[src/rtl/mbs_syscall_unit.sv]
// mbs_syscall_unit: services SYSCALL instructions from the MBScore core.
// The 20-bit code selects putchar (8N1 UART transmit), a timed delay or halt.
// The core is held in pause until the selected service has finished.
module mbs_syscall_unit #(
   parameter int CLKS_PER_BIT = 868,
   parameter int DELAY_UNIT   = 1024
) (
   input  logic        clk,
   input  logic        rst,
   input  logic        syscall,
   input  logic [19:0] syscall_code,
   output logic        pause,
   output logic        uart_tx,
   output logic        halted,
   output logic        busy,
   output logic        bad_code
);

   // The +1 keeps the baud counter at least one bit wide when CLKS_PER_BIT is 1.
   localparam int BAUD_W = $clog2(CLKS_PER_BIT + 1);
   // Wide enough for 255 * DELAY_UNIT without overflow.
   localparam int DLY_W = 8 + $clog2(DELAY_UNIT) + 1;
   localparam logic [BAUD_W-1:0] BAUD_LAST = BAUD_W'(CLKS_PER_BIT - 1);

   typedef enum logic [2:0] {
      IDLE,
      TX_START,
      TX_DATA,
      TX_STOP,
      DELAY,
      HALT
   } state_t;

   state_t              state;
   logic                armed;
   logic [7:0]          shift_reg;
   logic [2:0]          bit_cnt;
   logic [BAUD_W-1:0]   baud_cnt;
   logic [DLY_W-1:0]    delay_cnt;

   logic [3:0]          func;
   logic [7:0]          payload;
   logic                trig;
   logic                stall_func;
   logic [DLY_W-1:0]    delay_total;
   logic                unused_code_bits;

   assign func    = syscall_code[19:16];
   assign payload = syscall_code[7:0];
   assign unused_code_bits = ^syscall_code[15:8];

   // A syscall is serviced once per assertion, only from IDLE and never while reset is held.
   assign trig = syscall & armed & (state == IDLE) & ~rst;

   // Functions that hold the core already in their trigger cycle; a zero-length delay does not.
   always_comb begin
      stall_func = 1'b0;
      case (func)
         4'd0:    stall_func = 1'b1;
         4'd1:    stall_func = 1'b1;
         4'd2:    stall_func = (payload != 8'd0);
         default: stall_func = 1'b0;
      endcase
   end

   // Total delay length in clock cycles, counting the trigger cycle.
   assign delay_total = DLY_W'(payload) * DLY_W'(DELAY_UNIT);

   assign pause = (trig & stall_func) | (state != IDLE);
   assign busy  = (state != IDLE);

   // Main service FSM: trigger arming, UART framing, delay countdown and halt latch.
   always_ff @(posedge clk or posedge rst) begin
      if (rst) begin
         state     <= IDLE;
         armed     <= 1'b1;
         shift_reg <= 8'd0;
         bit_cnt   <= 3'd0;
         baud_cnt  <= '0;
         delay_cnt <= '0;
         uart_tx   <= 1'b1;
         halted    <= 1'b0;
         bad_code  <= 1'b0;
      end else begin
         bad_code <= 1'b0;

         if (trig) begin
            armed <= 1'b0;
         end else if (!syscall) begin
            armed <= 1'b1;
         end

         case (state)
            IDLE: begin
               if (trig) begin
                  case (func)
                     4'd0: begin
                        shift_reg <= payload;
                        bit_cnt   <= 3'd0;
                        baud_cnt  <= '0;
                        uart_tx   <= 1'b0;
                        state     <= TX_START;
                     end
                     4'd1: begin
                        halted <= 1'b1;
                        state  <= HALT;
                     end
                     4'd2: begin
                        // A one-cycle delay is fully covered by the trigger cycle itself.
                        if (delay_total > DLY_W'(1)) begin
                           delay_cnt <= delay_total - DLY_W'(1);
                           state     <= DELAY;
                        end
                     end
                     default: begin
                        bad_code <= 1'b1;
                     end
                  endcase
               end
            end

            TX_START: begin
               if (baud_cnt == BAUD_LAST) begin
                  baud_cnt <= '0;
                  uart_tx  <= shift_reg[0];
                  state    <= TX_DATA;
               end else begin
                  baud_cnt <= baud_cnt + BAUD_W'(1);
               end
            end

            TX_DATA: begin
               if (baud_cnt == BAUD_LAST) begin
                  baud_cnt <= '0;
                  if (bit_cnt == 3'd7) begin
                     bit_cnt <= 3'd0;
                     uart_tx <= 1'b1;
                     state   <= TX_STOP;
                  end else begin
                     bit_cnt   <= bit_cnt + 3'd1;
                     shift_reg <= shift_reg >> 1;
                     uart_tx   <= shift_reg[1];
                  end
               end else begin
                  baud_cnt <= baud_cnt + BAUD_W'(1);
               end
            end

            TX_STOP: begin
               if (baud_cnt == BAUD_LAST) begin
                  baud_cnt <= '0;
                  state    <= IDLE;
               end else begin
                  baud_cnt <= baud_cnt + BAUD_W'(1);
               end
            end

            DELAY: begin
               if (delay_cnt <= DLY_W'(1)) begin
                  delay_cnt <= '0;
                  state     <= IDLE;
               end else begin
                  delay_cnt <= delay_cnt - DLY_W'(1);
               end
            end

            HALT: begin
               state <= HALT;
            end

            default: begin
               state <= IDLE;
            end
         endcase
      end
   end

endmodule

[config.mk]
export PLATFORM = sky130hd
export DESIGN_NAME = mbs_syscall_unit
export DESIGN_NICKNAME = d
export VERILOG_FILES = /design/src/rtl/mbs_syscall_unit.sv
export SDC_FILE = /design/constraint.sdc
export NUM_CORES = 1
export LEC_CHECK = 0
export ABC_CLOCK_PERIOD_IN_PS = 3800
export CELL_PAD_IN_SITES_DETAIL_PLACEMENT = 2
export CELL_PAD_IN_SITES_GLOBAL_PLACEMENT = 2
export CORE_ASPECT_RATIO = 0.6
export CORE_MARGIN = 3
export CORE_UTILIZATION = 25
export CTS_BUF_LIST = sky130_fd_sc_hd__clkbuf_16
export DETAILED_ROUTE_END_ITERATION = 7
export MAX_ROUTING_LAYER = met4
export PLACE_DENSITY_LB_ADDON = 0.1
export SKIP_LAST_GASP = 1
export SLEW_MARGIN = 10
export SYNTH_ARGS = -nofsm -noshare
export SYNTH_HDL_FRONTEND = slang
export SYNTH_SLANG_ARGS = --single-unit
export TNS_END_PERCENT = 50
[constraint.sdc]
create_clock -name clk -period 3.8 [get_ports clk]
set_input_delay 0.57 -clock clk [delete_from_list [all_inputs] [get_ports clk]]
set_output_delay 0.57 -clock clk [all_outputs]
set_load 0.05 [all_outputs]
==> reports/results.ini <==
[floorplanning]
io_pins = 28
die_w_um = 150
initial_core_util_pct = 26.5
rows = 30
core_um2 = 11700
dieArea_um2 = 13800
die_y_um = 92.3

[drt]
vias = 2829
drc = 0
viasPerCell = 5.44
wl_per_cell_um = 21.2
routed_wl_um = 11000
dr.pass1.iters = 4
drt-initial-drc-count = 106
ant_nets = 0

[clocking]
insertion_delay_ns = 0.29
clockBufferDepth = 2
post_cts_resized = 0
cts_tree = yes
cts.sinks = 47
cts.clk_slew.worst_paths_ns = 0.06
cts-htree-levels = 2
cts_root_buffer = clkbuf_16
hold_buffers = 0
cts_buffers = 5
cts_setup_buffers = 0

[synth]
synth_top_area_share_pct = 36.3
ys_seq_elements = 47
syn_inst = 340
ys_warn_count = 0
synth_fp_nets = 370
synth_seq_area_share_pct = 38.0
synth_enable_flop_cells = 0
synthFlopType = dfrtp_1
yosys.area.top_type = dfrtp_1
synth.most_common_cell = dfrtp_1
avgSynthCellArea_um2 = 9.13
synth_area_leaders = dfrtp_1 (36%), o21ai_0 (4.4%), nand2_1 (4.1%)
synthTopCellsByCount = dfrtp_1 (45), nand2_1 (34), nor2_1 (27), o21ai_0 (27), nor3_1 (20)
netlist_area_um2 = 3100
synth_cell_types = 72
synth-async-reset-ratio_pct = 100

[power]
p_per_area_nw_per_um2 = 294
power_w = 0.00106
ir_drop_mv = 0.162
leakage_nw = 1.44

[run]
max_cap_viol_count = 0

[placement]
place_ws_ns = 0.700
io_buffers = 19
hpwl_um = 8330
place.gp.congestion = 0.751
dpl.cell_count = 512

[timing]
rsz0062_at_grt = false
slew_violations = 0
setup_tns_ns = 0
finalCriticalPeriod_ns = 3.09
skew_ns = 0.00571
hold_violations = 0
period_share_pct = 81.2
final.setup.worst_slack_ns = 0.713
tightest_slew_ns = 1.11
max_slew_margin_pct = 25.7
fmax_mhz = 324
setup_viol = 0

[run_status]
status = finished clean

[layout]
largest_reg_flops = 19
syn_to_final_growth_pct = 16.5
final-instance-count-excl-fill = 520
n_antenna_cell = 0
fill_cells = 1338
finish.net_count = 389
drive_above_1_share_pct = 11.1

[worst_setup_path]
cp-end-kind = primary output
crit_slowest_cell = or4_1
crit_chain = clkdlybuf4s50_1 -> or4_1 -> nor3_1 -> nand2_1 -> a21oi_1 -> o21bai_1 -> buf_4
required_ns = 3.23
cp_max_fo = 6
cp.arrival_ns = 2.52
start_kind = input port
crit_path_max_incr_delay_ns = 0.61
critical_path_class = in -> out

[min_path]
min_path_type = reg -> reg

[global_route]
grt_max_degree = 36
grt_pass1_wl_um = 17800
antenna_found_initial = 0
gr-total-overflow = 0
grt_pass1_vias = 2994
grt_usage_pct = 17.1

==> cells by family (layout without fill, tap and decap cells) <==
kind of cell	Yosys count	after routing	synth area share, %
compound gates	116	116	26.5
xor+xnor	5	5	1.41
fa+ha+maj	7	7	2.82
buf+inv	25	45	4.23
flops	47	47	38.0
mux	8	8	2.62
simple gates	132	132	24.5
==> worst paths after layout <==
path | slack [ns] | cells past startpoint | startpoint | to
setup / recovery | 0.71 | 7 | syscall_code[4] | pause
hold / removal | 0.48 | 2 | armed | armed
setup reg to reg | 1.28 | 4 | state[0] | shift_reg[7]
hold reg to reg | 0.48 | 2 | armed | armed
max in group asynchronous | 2.21 | 3 | rst | uart_tx
min in group asynchronous | 0.82 | 2 | rst | halted
==> report_power, final <==
group	total (W)	internal, W	leakage, nW	switching (W)
clock network	0.000505	0.000306	0.0864	0.000199
registers	0.000500	0.000500	0.536	0
logic	0.0000584	0.0000233	0.815	0.0000351
total	0.00106	0.000830	1.44	0.000234
==> metal layers <==
layer	global-route usage (%)	part of all wire [%]	vias up
li1	-	-	1323
met1	28.1	57	1453
met2	21.4	38	48
met3	3.03	4.4	5
met4	2.51	0.56	0
met5	-	0	-
==> through the flow <==
stage	hold WS (ns)	utilization (%)	area, µm²
floorplan	0.446	-	3100
CTS	0.485	30.9	3620
global placement	0.458	29.5	3450
finish	0.476	30.9	3620
detailed placement	0.474	29.5	3450
global route	0.513	30.9	3620
==> cell usage in the layout (no fill, tap or decap), types with 3 or more instances in the layout <==
cell type        count
dfrtp_1             45
nand2_1             34
nor2_1              27
o21ai_0             27
nor3_1              20
clkdlybuf4s50_1     18
a21oi_1             17
inv_1               12
o211ai_1             9
nand3_1              8
buf_4                8
a31oi_1              7
a21o_1               7
a22o_1               7
mux2i_1              7
ha_1                 7
or3_1                6
nor4_1               5
clkbuf_16            5
a211oi_1             4
or4_1                4
o21a_1               4
o21ai_1              4
a31o_2               3
a32o_1               3
xor2_1               3
==> final cells by class <==
type / count / area [µm²] / area share [%]
multi-input cells: 268 / 1790 / 49.6
inverters: 11 / 41.3 / 1.14
repair buffers: 26 / 240 / 6.64
clock buffers: 5 / 125 / 3.46
well taps: 160 / 200 / 5.53
clock inverters: 3 / 37.5 / 1.04
flip-flops and latches: 47 / 1180 / 32.6
==> critical path, delay by kind of cell <==
kind / cells / cell delay, ns
simple gates: 3 / 0.96
buf+inv: 2 / 0.73
compound gates: 2 / 0.24
Power figures use the tool's default switching activity.
==> variant, RTL diff (same flow settings) <==
Change the parameter `DELAY_UNIT` from 1024 to 4096.
--- a/src/rtl/mbs_syscall_unit.sv
+++ b/src/rtl/mbs_syscall_unit.sv
@@ -5,3 +5,3 @@
    parameter int CLKS_PER_BIT = 868,
-   parameter int DELAY_UNIT   = 1024
+   parameter int DELAY_UNIT   = 4096
 ) (
Behaviour: no difference found for any inputs over 10 cycles, from zero or initial values and one cycle with rst high; that may be too few to reach the edited logic, so the function may still have changed.
==> variant against the unedited design <==
- area after synthesis shrank 1.5%
- sequential cell count grew 2
- total power grew 11%
- maximum frequency grew 1.7%
- die area shrank 1.5%
- largest cell class unchanged
- wire length shrank 4.0%
- worst setup slack gained 0.050 ns
- final area grew 1.7%
==> variant: results (changes against the unedited design) <==
Global route
  – GR met1 Demand/Resource: 0.2670 (was 0.2813)
  – Vias in the first global route: 2956 (was 2994)
  – Met3 Track Usage GR: 0.02765 (was 0.03032)
  – Tot GR Track Use: 0.1663 (was 0.1712)
  – Largest net degree at the start of global routing: 33 (was 36)

Yosys
  – Synth area leaders: dfrtp_1 (38%), o21ai_0 (4.1%), a21oi_1 (3.8%) (was dfrtp_1 (36%), o21ai_0 (4.4%), nand2_1 (4.1%))
  – XOR/XNOR share of the synthesized area: 0.02292 (was 0.01411)
  – Top cells by count, synth: dfrtp_1 (47), nand2_1 (25), o21ai_0 (25), a21oi_1 (23), nor2_1 (22) (was dfrtp_1 (45), nand2_1 (34), nor2_1 (27), o21ai_0 (27), nor3_1 (20))
  – Library cells used by synthesis: 62 (was 72)
  – Synth top area share: 0.3848 (was 0.3628)
  – Sequential share of the synthesized area: 0.4020 (was 0.3797)

Placement
  – GPL Wtd Cong: 0.7457 (was 0.7511)
  – Hpwl dp: 7864 um (was 8325 um)
  – Placed cell areas: 3490 sq um (was 3455 sq um)
  – Worst slack, placed: 0.7674 ns (was 0.6996 ns)

Power and ir drop
  – Peak supply drop: 148.4 uV (was 162.0 uV)
  – LEAKAGE: 1.497 nW (was 1.437 nW)

Detailed routing
  – Via count: 2783 (was 2829)
  – Final wirelength: 10560 um (was 11000 um)

Cells and area
  – Largest register FFs: 21 (was 19)
  – Layout cells sized above 1: 0.1188 (was 0.1111)
  – Layout Nets: 391 (was 389)

Outcome
  – Status: finished, final reports clean (unchanged)

Worst setup path
  – Crit path DAT: 2.47 ns (was 2.52 ns)
  – CP Max Fanout: 4 (was 6)

Timing
  – Skew final: 0.007000 ns (was 0.005714 ns)
variant: changes by cell type after synthesis, moves of 6 or more:
cell,change
mux2i_1,-7
nand2_1,-9
mux2_2,+6
nand4_1,+6
a21oi_1,+6
o211ai_1,-7
mux2_1,+7
variant: logic make-up (layout without fill, tap and decap cells):
| group | after synthesis | count (layout) |
|---|---|---|
| AO/OA/AOI/OAI | 117 | 117 |
| XOR/XNOR | 8 | 8 |
| adder cells (fa/ha/maj) | 7 | 7 |
| buffers and inverters | 25 | 53 |
| flip-flops | 49 | 49 |
| multiplexers | 14 | 14 |
| AND/OR/NAND/NOR | 114 | 114 |
variant: final timing paths:
| path | from | end | slack (ns) | depth (start not counted) |
|---|---|---|---|---|
| max | syscall_code[5] | pause | 0.76 | 8 |
| min | armed | armed | 0.47 | 2 |
| max reg2reg | delay_cnt[3] | delay_cnt[17] | 1.14 | 5 |
| min reg2reg | armed | armed | 0.47 | 2 |
| max in group asynchronous | rst | delay_cnt[19] | 2.38 | 3 |
| min in group asynchronous | rst | state[2] | 0.74 | 2 |
variant: power groups by stage:
stage	Clock [W]	Sequential, W	Combinational [W]
6_report	0.000598	0.000521	0.0000649
5_1_grt	0.000638	0.000521	0.0000715
4_1_cts	0.000620	0.000521	0.0000660
3_5_place_dp	0	0.000531	0.0000657
3_3_place_gp	0	0.000531	0.0000641
2_1_floorplan	0	0.000531	0.0000285
variant: layout make-up:
class	instances	area, sq um
fill	1281	7919
multi-input combinational	260	1723
sequential	49	1229
timing repair buffer	33	292.8
tap	160	200.2
clock buffer	5	125.1
clock inverter	3	65.06
inverter	12	45.04
variant: routing by layer:
| layer | wire, um | up-vias | share of wire |
|---|---|---|---|
| met3 | 205 | 4 | 0.019 |
| met4 | 74 | 0 | 0.0070 |
| met5 | 0 | - | 0 |
| li1 | - | 1328 | - |
| met1 | 6221 | 1426 | 0.59 |
| met2 | 4058 | 25 | 0.38 |
variant: through the flow:
stage | total power, W | utilization | std cells
6_report | 0.001184 | 0.3173 | 522
5_1_grt | 0.001230 | 0.3173 | 522
4_1_cts | 0.001207 | 0.3173 | 522
2_1_floorplan | 0.0005599 | - | 334
3_5_place_dp | 0.0005970 | 0.3009 | 514
3_3_place_gp | 0.0005954 | 0.3009 | 514
variant: critical path: stages:
cell and delay, ns:
clkdlybuf4s50_1 0.49, or4_1 0.63, nor3_1 0.19, buf_4 0.16, a21oi_1 0.07, nor2_1 0.09, o21bai_1 0.07, buf_4 0.20
